## src/rtl/reg_bank_32x32_if.sv

```systemverilog
// ---------------------------------------------------------------------------
// reg_bank_32x32_if
// Bus bundle between the register bank and whoever drives it.
//   WrEn/WrAddr/WrData : single synchronous write port
//   ClrReq             : request a bulk clear of the whole bank
//   Busy               : high while the clear sequence walks the bank
//   ClrDone            : one-cycle pulse once the last register is cleared
//   WrRej              : one-cycle pulse when a write was dropped by a clear
//   RegOut             : all 32 registers flattened, slice k = register k
// master drives the requests, slave is the register bank itself.
// ---------------------------------------------------------------------------
interface reg_bank_32x32_if #(
    parameter int WIDTH = 32
);
    logic                  WrEn;
    logic [4:0]            WrAddr;
    logic [WIDTH-1:0]      WrData;
    logic                  ClrReq;
    logic                  Busy;
    logic                  ClrDone;
    logic                  WrRej;
    logic [32*WIDTH-1:0]   RegOut;

    modport master (
        output WrEn, WrAddr, WrData, ClrReq,
        input  Busy, ClrDone, WrRej, RegOut
    );

    modport slave (
        input  WrEn, WrAddr, WrData, ClrReq,
        output Busy, ClrDone, WrRej, RegOut
    );
endinterface

```

## src/rtl/reg_bank_32x32.sv

```systemverilog
// ---------------------------------------------------------------------------
// reg_bank_32x32
// Bank of 32 general-purpose registers feeding the 32->1 read multiplexers.
// Every register is visible at once on io_bus.RegOut. One synchronous write
// port, plus a clear engine that loads CLR_VALUE into one register per cycle.
// Ports:
//   i_clk   : rising-edge clock
//   i_rst   : asynchronous, active-high reset (bank to 0, FSM to IDLE)
//   io_bus  : reg_bank_32x32_if slave (write port, clear request, status,
//             flattened register outputs)
// ---------------------------------------------------------------------------
module reg_bank_32x32 #(
    parameter int               WIDTH     = 32,
    parameter bit               ZERO_REG  = 1'b1,
    parameter logic [WIDTH-1:0] CLR_VALUE = '0
) (
    input  logic               i_clk,
    input  logic               i_rst,
    reg_bank_32x32_if.slave    io_bus
);

    typedef enum logic [1:0] {
        IDLE  = 2'd0,
        CLEAR = 2'd1,
        DONE  = 2'd2
    } state_t;

    state_t              r_state;
    state_t              w_nextState;
    logic [4:0]          r_ptr;
    logic [WIDTH-1:0]    r_regs [32];
    logic                r_wrRej;
    logic                w_busy;
    logic                w_clrDone;
    logic                w_wrAccept;
    logic                w_clrSkip;
    logic [32*WIDTH-1:0] w_regOut;

    always_ff @(posedge i_clk or posedge i_rst) begin
        if (i_rst) begin
            r_state <= IDLE;
        end else begin
            r_state <= w_nextState;
        end
    end

    // Busy/ClrDone decode the state register only, so no input reaches them.
    always_comb begin
        w_nextState = r_state;
        w_busy      = 1'b0;
        w_clrDone   = 1'b0;
        case (r_state)
            IDLE: begin
                if (io_bus.ClrReq) begin
                    w_nextState = CLEAR;
                end
            end
            CLEAR: begin
                w_busy = 1'b1;
                if (r_ptr == 5'd31) begin
                    w_nextState = DONE;
                end
            end
            DONE: begin
                w_clrDone   = 1'b1;
                w_nextState = IDLE;
            end
            default: begin
                w_nextState = IDLE;
            end
        endcase
    end

    // The pointer wraps 31 -> 0 on the same edge that leaves CLEAR.
    always_ff @(posedge i_clk or posedge i_rst) begin
        if (i_rst) begin
            r_ptr <= 5'd0;
        end else if ((r_state == IDLE) && io_bus.ClrReq) begin
            r_ptr <= 5'd0;
        end else if (r_state == CLEAR) begin
            r_ptr <= r_ptr + 5'd1;
        end
    end

    always_ff @(posedge i_clk or posedge i_rst) begin
        if (i_rst) begin
            r_wrRej <= 1'b0;
        end else begin
            r_wrRej <= io_bus.WrEn && (r_state != IDLE);
        end
    end

    // Writes to the hardwired zero register are dropped without a reject
    // pulse; the clear slot for it still takes its cycle but writes nothing.
    assign w_wrAccept = (r_state == IDLE) && io_bus.WrEn &&
                        !(ZERO_REG && (io_bus.WrAddr == 5'd0));
    assign w_clrSkip  = ZERO_REG && (r_ptr == 5'd0);

    // Write and clear live in different states, so they never collide.
    always_ff @(posedge i_clk or posedge i_rst) begin
        if (i_rst) begin
            for (int k = 0; k < 32; k++) begin
                r_regs[k] <= '0;
            end
        end else begin
            if (w_wrAccept) begin
                r_regs[io_bus.WrAddr] <= io_bus.WrData;
            end
            if ((r_state == CLEAR) && !w_clrSkip) begin
                r_regs[r_ptr] <= CLR_VALUE;
            end
        end
    end

    always_comb begin
        w_regOut = '0;
        for (int k = 0; k < 32; k++) begin
            w_regOut[k*WIDTH +: WIDTH] = r_regs[k];
        end
        if (ZERO_REG) begin
            w_regOut[WIDTH-1:0] = '0;
        end
    end

    assign io_bus.Busy    = w_busy;
    assign io_bus.ClrDone = w_clrDone;
    assign io_bus.WrRej   = r_wrRej;
    assign io_bus.RegOut  = w_regOut;

endmodule

```

## src/flat_wrapper.sv

```systemverilog
// flat-port wrapper written by rule: the top's interface ports become plain ports
module reg_bank_32x32_flat 
#(
    parameter int               WIDTH     = 32,
    parameter bit               ZERO_REG  = 1'b1,
    parameter logic [WIDTH-1:0] CLR_VALUE = '0
)
  (i_clk, i_rst, io_bus_WrEn, io_bus_WrAddr, io_bus_WrData, io_bus_ClrReq, io_bus_Busy, io_bus_ClrDone, io_bus_WrRej, io_bus_RegOut);
  reg_bank_32x32_if #(.WIDTH(WIDTH)) io_bus_i ();
  input  logic i_clk;
  input  logic i_rst;
  input wire logic [$bits(io_bus_i.WrEn)-1:0] io_bus_WrEn;
  input wire logic [$bits(io_bus_i.WrAddr)-1:0] io_bus_WrAddr;
  input wire logic [$bits(io_bus_i.WrData)-1:0] io_bus_WrData;
  input wire logic [$bits(io_bus_i.ClrReq)-1:0] io_bus_ClrReq;
  output wire logic [$bits(io_bus_i.Busy)-1:0] io_bus_Busy;
  output wire logic [$bits(io_bus_i.ClrDone)-1:0] io_bus_ClrDone;
  output wire logic [$bits(io_bus_i.WrRej)-1:0] io_bus_WrRej;
  output wire logic [$bits(io_bus_i.RegOut)-1:0] io_bus_RegOut;
  assign io_bus_i.WrEn = io_bus_WrEn;
  assign io_bus_i.WrAddr = io_bus_WrAddr;
  assign io_bus_i.WrData = io_bus_WrData;
  assign io_bus_i.ClrReq = io_bus_ClrReq;
  assign io_bus_Busy = io_bus_i.Busy;
  assign io_bus_ClrDone = io_bus_i.ClrDone;
  assign io_bus_WrRej = io_bus_i.WrRej;
  assign io_bus_RegOut = io_bus_i.RegOut;
  reg_bank_32x32 #(.WIDTH(WIDTH), .ZERO_REG(ZERO_REG), .CLR_VALUE(CLR_VALUE)) u_core (.i_clk(i_clk), .i_rst(i_rst), .io_bus(io_bus_i));
endmodule
```

## config.mk

```make
export PLATFORM = sky130hd
export DESIGN_NAME = reg_bank_32x32_flat
export DESIGN_NICKNAME = d
export VERILOG_FILES = /design/src/rtl/reg_bank_32x32_if.sv /design/src/rtl/reg_bank_32x32.sv /design/src/flat_wrapper.sv
export SDC_FILE = /design/constraint.sdc
export NUM_CORES = 2
export LEC_CHECK = 0
export CAP_MARGIN = 20
export CORE_AREA = 5 5 410 412
export CTS_CLUSTER_DIAMETER = 100
export CTS_CLUSTER_SIZE = 8
export DETAILED_ROUTE_END_ITERATION = 12
export DIE_AREA = 0 0 415 417
export PLACE_DENSITY = 0.48
export RECOVER_POWER = 100
export SLEW_MARGIN = 15
export SYNTH_ARGS = -nofsm -noshare
export SYNTH_HDL_FRONTEND = slang
export SYNTH_SLANG_ARGS = --single-unit
export TNS_END_PERCENT = 5
```

## constraint.sdc

```tcl
create_clock -name i_clk -period 89.4 [get_ports i_clk]
set_input_delay 13.41 -clock i_clk [delete_from_list [all_inputs] [get_ports i_clk]]
set_output_delay 13.41 -clock i_clk [all_outputs]
set_load 0.03 [all_outputs]
```

**Word-level counts from Yosys, hierarchy flattened**

Index checks and enable logic that the tools add are counted.
W data, S select, Z words.

- Shift operators: 0
- Muxes and demuxes: 14
- Reduce and logical (&&, ||, !) cells: 15
- Eq/ne operators: 5
- Add/sub/neg operators: 1
- $lt $le $gt $ge: 4
- $mul: 0
- Bitwise gates (word level): 4
- Div/mod/pow operators: 0

Operators with widths:

| cell | number |
|---|---|
| $mux W1024 | 2 |
| $and A1024 B1024 Y1024 | 1 |
| $bwmux W1024 | 1 |
| $not A1024 Y1024 | 1 |
| $demux W32 S5 | 2 |
| $mux W32 | 2 |
| $ge A6 B6 Y1 const B | 2 |
| $lt A6 B1 Y1 const B | 2 |
| $not A5 Y6 | 2 |
| $logic_not A5 Y1 | 2 |
| $mux W5 | 2 |
| $logic_and A1 B1 Y1 | 7 |
| $add A5 B1 Y5 const B | 1 |
| $eq A5 B5 Y1 const B | 1 |
| $mux W2 | 2 |
| $pmux W2 S2 | 1 |
| $reduce_bool A2 Y1 | 2 |
| $eq A2 B1 Y1 const B | 1 |
| $eq A2 B2 Y1 const B | 1 |
| $logic_not A1 Y1 | 2 |
| $logic_not A2 Y1 | 1 |
| $mux W1 | 2 |
| $ne A2 B1 Y1 const B | 1 |
| $ne A2 B2 Y1 const B | 1 |
| $reduce_and A2 Y1 | 1 |

- ROM bits: 0
- Output and inout port bits: 1027
- Latch bits: 0
- Memories: 0
- RAM bits: 0
- Word-level logic and storage cells: 78
- Bits in registers: 1032

**Longest topological paths before layout**

- Depth after elaboration: 9
- Depth in mapped cells: 8
- Depth with buffers taken out: 5

**Worst setup path after synthesis**

No wires, ideal clock.

- Path type: input to register
- Start: in io_bus_WrAddr[4]
- End: reg u_core.r_regs, in the netlist u_core.io_bus.RegOut[344]
- Library setup time: 0.136 ns
- Setup slack: 74.543 ns
- Data arrival time: 14.721 ns
- Path buffers: 4
- Data required time: 89.264 ns
- Stages on the path: 7
- Cell sequence: buf_6 -> or4b_1 -> clkbuf_1 -> buf_2 -> clkbuf_1 -> o21ai_0 -> a21oi_1

- Cells in the longest elaborated chain, start to end: 9
- Elaborated cells between the ends (all ways): 13
- Classes of those cells: order compare (2); mux (5); bitwise (2); reduce/logical (4)

Ends and longest elaborated chain:

| item | RTL line | text |
|---|---|---|
| start: declaration | flat_wrapper.sv:13 | `input wire logic [$bits(io_bus_i.WrAddr)-1:0] io_bus_WrAddr;` |
| $not A5 Y6 (not written as such) | reg_bank_32x32.sv:107 | `r_regs[io_bus.WrAddr] <= io_bus.WrData;` |
| $ge A6 B6 Y1 (not written as such) or $lt A6 B1 Y1 (tied branches) | reg_bank_32x32.sv:107 |  |
| $logic_and A1 B1 Y1 (not written as such) | reg_bank_32x32.sv:107 |  |
| $mux W32 (not written as such) | reg_bank_32x32.sv:107 |  |
| $demux W32 S5 | reg_bank_32x32.sv:107 |  |
| $bwmux W1024 | reg_bank_32x32.sv:107 |  |
| $mux W1024 * | reg_bank_32x32.sv:106 | `if (w_wrAccept) begin` |
| $and A1024 B1024 Y1024 (no line) | -- |  |
| $mux W1024 * | reg_bank_32x32.sv:109 | `if ((r_state == CLEAR) && !w_clrSkip) begin` |
| end signal: indexed assignment | reg_bank_32x32.sv:107 |  |
| end: declaration | reg_bank_32x32.sv:31 | `logic [WIDTH-1:0] r_regs [32];` |

Mark *: on every way between the ends. The rest lies on a longest branch, timed or not.
A chain may end at the register's enable or synchronous reset.

==> flow_summary.json <==
{
  "min_period_ns": 32.51,
  "grt_pass1_vias": 41400,
  "yosys-top-cells-area": "dfrtp_1 (57%), o21ai_0 (11%), a21oi_1 (11%), nand3_1 (9.9%), clkbuf_1 (3.5%)",
  "ys_types": 44,
  "synth-edff-count": 0,
  "cp.arrival_ns": 31.03,
  "drv_cap": 29,
  "cts_tree": "done",
  "final_cell_mix": "dfrtp_1 (1,000), dlygate4sd3_1 (999), o21ai_0 (958)",
  "p_leak_nw": 26.9,
  "post-route-drc-count": 0,
  "fin_tns_setup_ns": 0,
  "syn-instance-count": 4726,
  "numCtsBuffers": 144,
  "grt_pass1_wl_um": 330000,
  "placedCellCount": 7434,
  "fmax_mhz": 30.8,
  "portBuffers": 1035,
  "yosys_warnings": 0,
  "stdcell_area_mm2": 0.0593,
  "initial_utilization_pct": 26.9,
  "hold_buffers": 0,
  "synth_top_flop_cell": "dfrtp_1",
  "rsz0062_at_grt": "no",
  "ios": 1068,
  "power_density_mw_per_mm2": 24.9,
  "async_flop_share_pct": 100,
  "placed_area_mm2": 0.0554,
  "cts_resized": 0,
  "wire_per_inst_um": 31.0,
  "grt_max_degree": 168,
  "path_max_fanout": 167,
  "core_area_mm2": 0.164,
  "gp_congestion": 0.811,
  "setup_slack_ns": 56.89,
  "holdCritPathClass": "flop to flop",
  "dieArea_mm2": 0.173,
  "clk_pin_slew_ns": 0.05,
  "yosysSeqAreaShare_pct": 56.7,
  "synth_top_area_cell": "dfrtp_1",
  "nFillCells": 16600,
  "crit_required_ns": 87.93,
  "clk_path_buf_depth": 3,
  "crit_type": "input pin to async pin",
  "status": "complete, but fails checks",
  "grt-ovfl-total": 0,
  "nets": 5439,
  "pre_cts_slack_ns": 70.76,
  "rows": 149,
  "cp-end-kind": "async pin",
  "critPathLaunchType": "input pin",
  "maxSlewViolCount": 2008,
  "hold_ws_ns": 0.490,
  "ys_ff_latch": 1000,
  "clock_sinks": 1000,
  "fp.dieH_um": 417,
  "via_count": 42800,
  "tightest_slew_ns": 9.25,
  "worstSkewPairLatency_ns": 0.78,
  "area_growth_syn_to_layout_pct": 34.3,
  "post-dp-hpwl_um": 134000,
  "p_total_mw": 1.47,
  "utilization_pct": 36.1,
  "slew_headroom_pct": -517,
  "synth_top_area_share_pct": 56.7,
  "violations": "max-capacitance violations, max-slew violations",
  "reg2reg_depth": 7,
  "drt_iter0_drc": 5365,
  "die_w_um": 415,
  "setup_viol": 0,
  "ir_drop_v": 0.0000193,
  "fin_skew_ns": 0.0248,
  "finalCritPeriodShare_pct": 36.4,
  "vias_per_cell": 5.63,
  "final_common_cell": "dfrtp_1",
  "min_path_cells": 1,
  "finalNonFillerCells": 7605,
  "hold_violations": 0,
  "antenna_left": 0,
  "post-cts-setup-buffer-count": 0,
  "synth_area_mm2": 0.0441,
  "drive_above_1_share_pct": 7.28,
  "root_buffer": "clkbuf_16",
  "track_usage_pct": 25.9,
  "avgSynthCellArea_um2": 9.33,
  "first_pass_iters": 5,
  "cts_max_level": 4,
  "routed_wl_um": 236000,
  "antenna_found_initial": 10
}
[area by class of cell]
class	instances	area, µm²	share of cell area [%]
Inverter	3	12.5	0.0211
Timing Repair Buffer	1167	11100	18.8
Sequential cell	1000	25000	42.2
Tap cell	2189	2740	4.62
Antenna cell	5	12.5	0.0211
Multi-Input combinational cell	3077	16400	27.6
Clock buffer	149	3700	6.24
Clock inverter	15	310	0.524
[synthesized netlist by cell type, types with 12 or more instances]
master,instances
dfrtp_1,1000
o21ai_0,957
a21oi_1,950
nand3_1,875
clkbuf_1,412
buf_2,178
nand4_1,97
buf_4,59
a22o_1,27
nor2_1,25
a21oi_2,20
buf_1,14
buf_6,13
o21ai_1,12
[layer usage]
layer	up-vias	GRT usage [%]	routed length [µm]	share of wire, %
li1	18100	-	-	-
met3	475	6.83	18900	8.0
met1	22100	31.9	90600	38
met2	2082	41.8	113000	48
met4	4	13.5	13700	5.8
met5	-	0	25	0.011
[kinds of logic after synthesis]
kind of cell | after synthesis | share of synthesized area [%]
muxes | 3 | 0.0766
DFF | 1000 | 56.7
adders and majority gates | 5 | 0.142
other | 1 | 0.00850
buffers and inverters | 680 | 7.02
AOI/OAI and AO/OA | 1969 | 22.8
and+or+nand+nor | 1068 | 13.3
[final timing paths]
check,endpoint,start,slack (ns)
min in group asynchronous,u_core.io_bus.RegOut[708]$_DFF_PP0_,i_rst,14.58
worst max register to register,u_core.io_bus.RegOut[477]$_DFF_PP0_,u_core.r_state[0]$_DFFE_PP0P_,79.70
worst max-delay path,u_core.io_bus.RegOut[499]$_DFF_PP0_,i_rst,56.89
max in group i_clk,u_core.io_bus.RegOut[477]$_DFF_PP0_,io_bus_WrAddr[4],66.76
worst min-delay path,u_core.io_bus.RegOut[153]$_DFF_PP0_,u_core.io_bus.RegOut[153]$_DFF_PP0_,0.49
worst min register to register,u_core.io_bus.RegOut[153]$_DFF_PP0_,u_core.io_bus.RegOut[153]$_DFF_PP0_,0.49
[critical path: stages]
cell and delay [ns]:
dlygate4sd3_1 0.55, clkinvlp_2 2.68, clkbuf_1 2.61, clkbuf_1 2.51
clkbuf_1 2.32, clkbuf_1 6.57
[power by group]
group          switching, mW  internal [mW]  leakage [nW]
registers             0.0362          0.509          13.9
logic                  0.299          0.115          11.1
clock network          0.215          0.299          1.95
total                  0.550          0.923          26.9
[sequential cells by signal (all words and copies together), names as in the netlist]
signal	cells
u_core.io_bus.WrRej	1
u_core.r_state	2
u_core.io_bus.RegOut	992
u_core.r_ptr	5
Power figures use the tool's default switching activity.
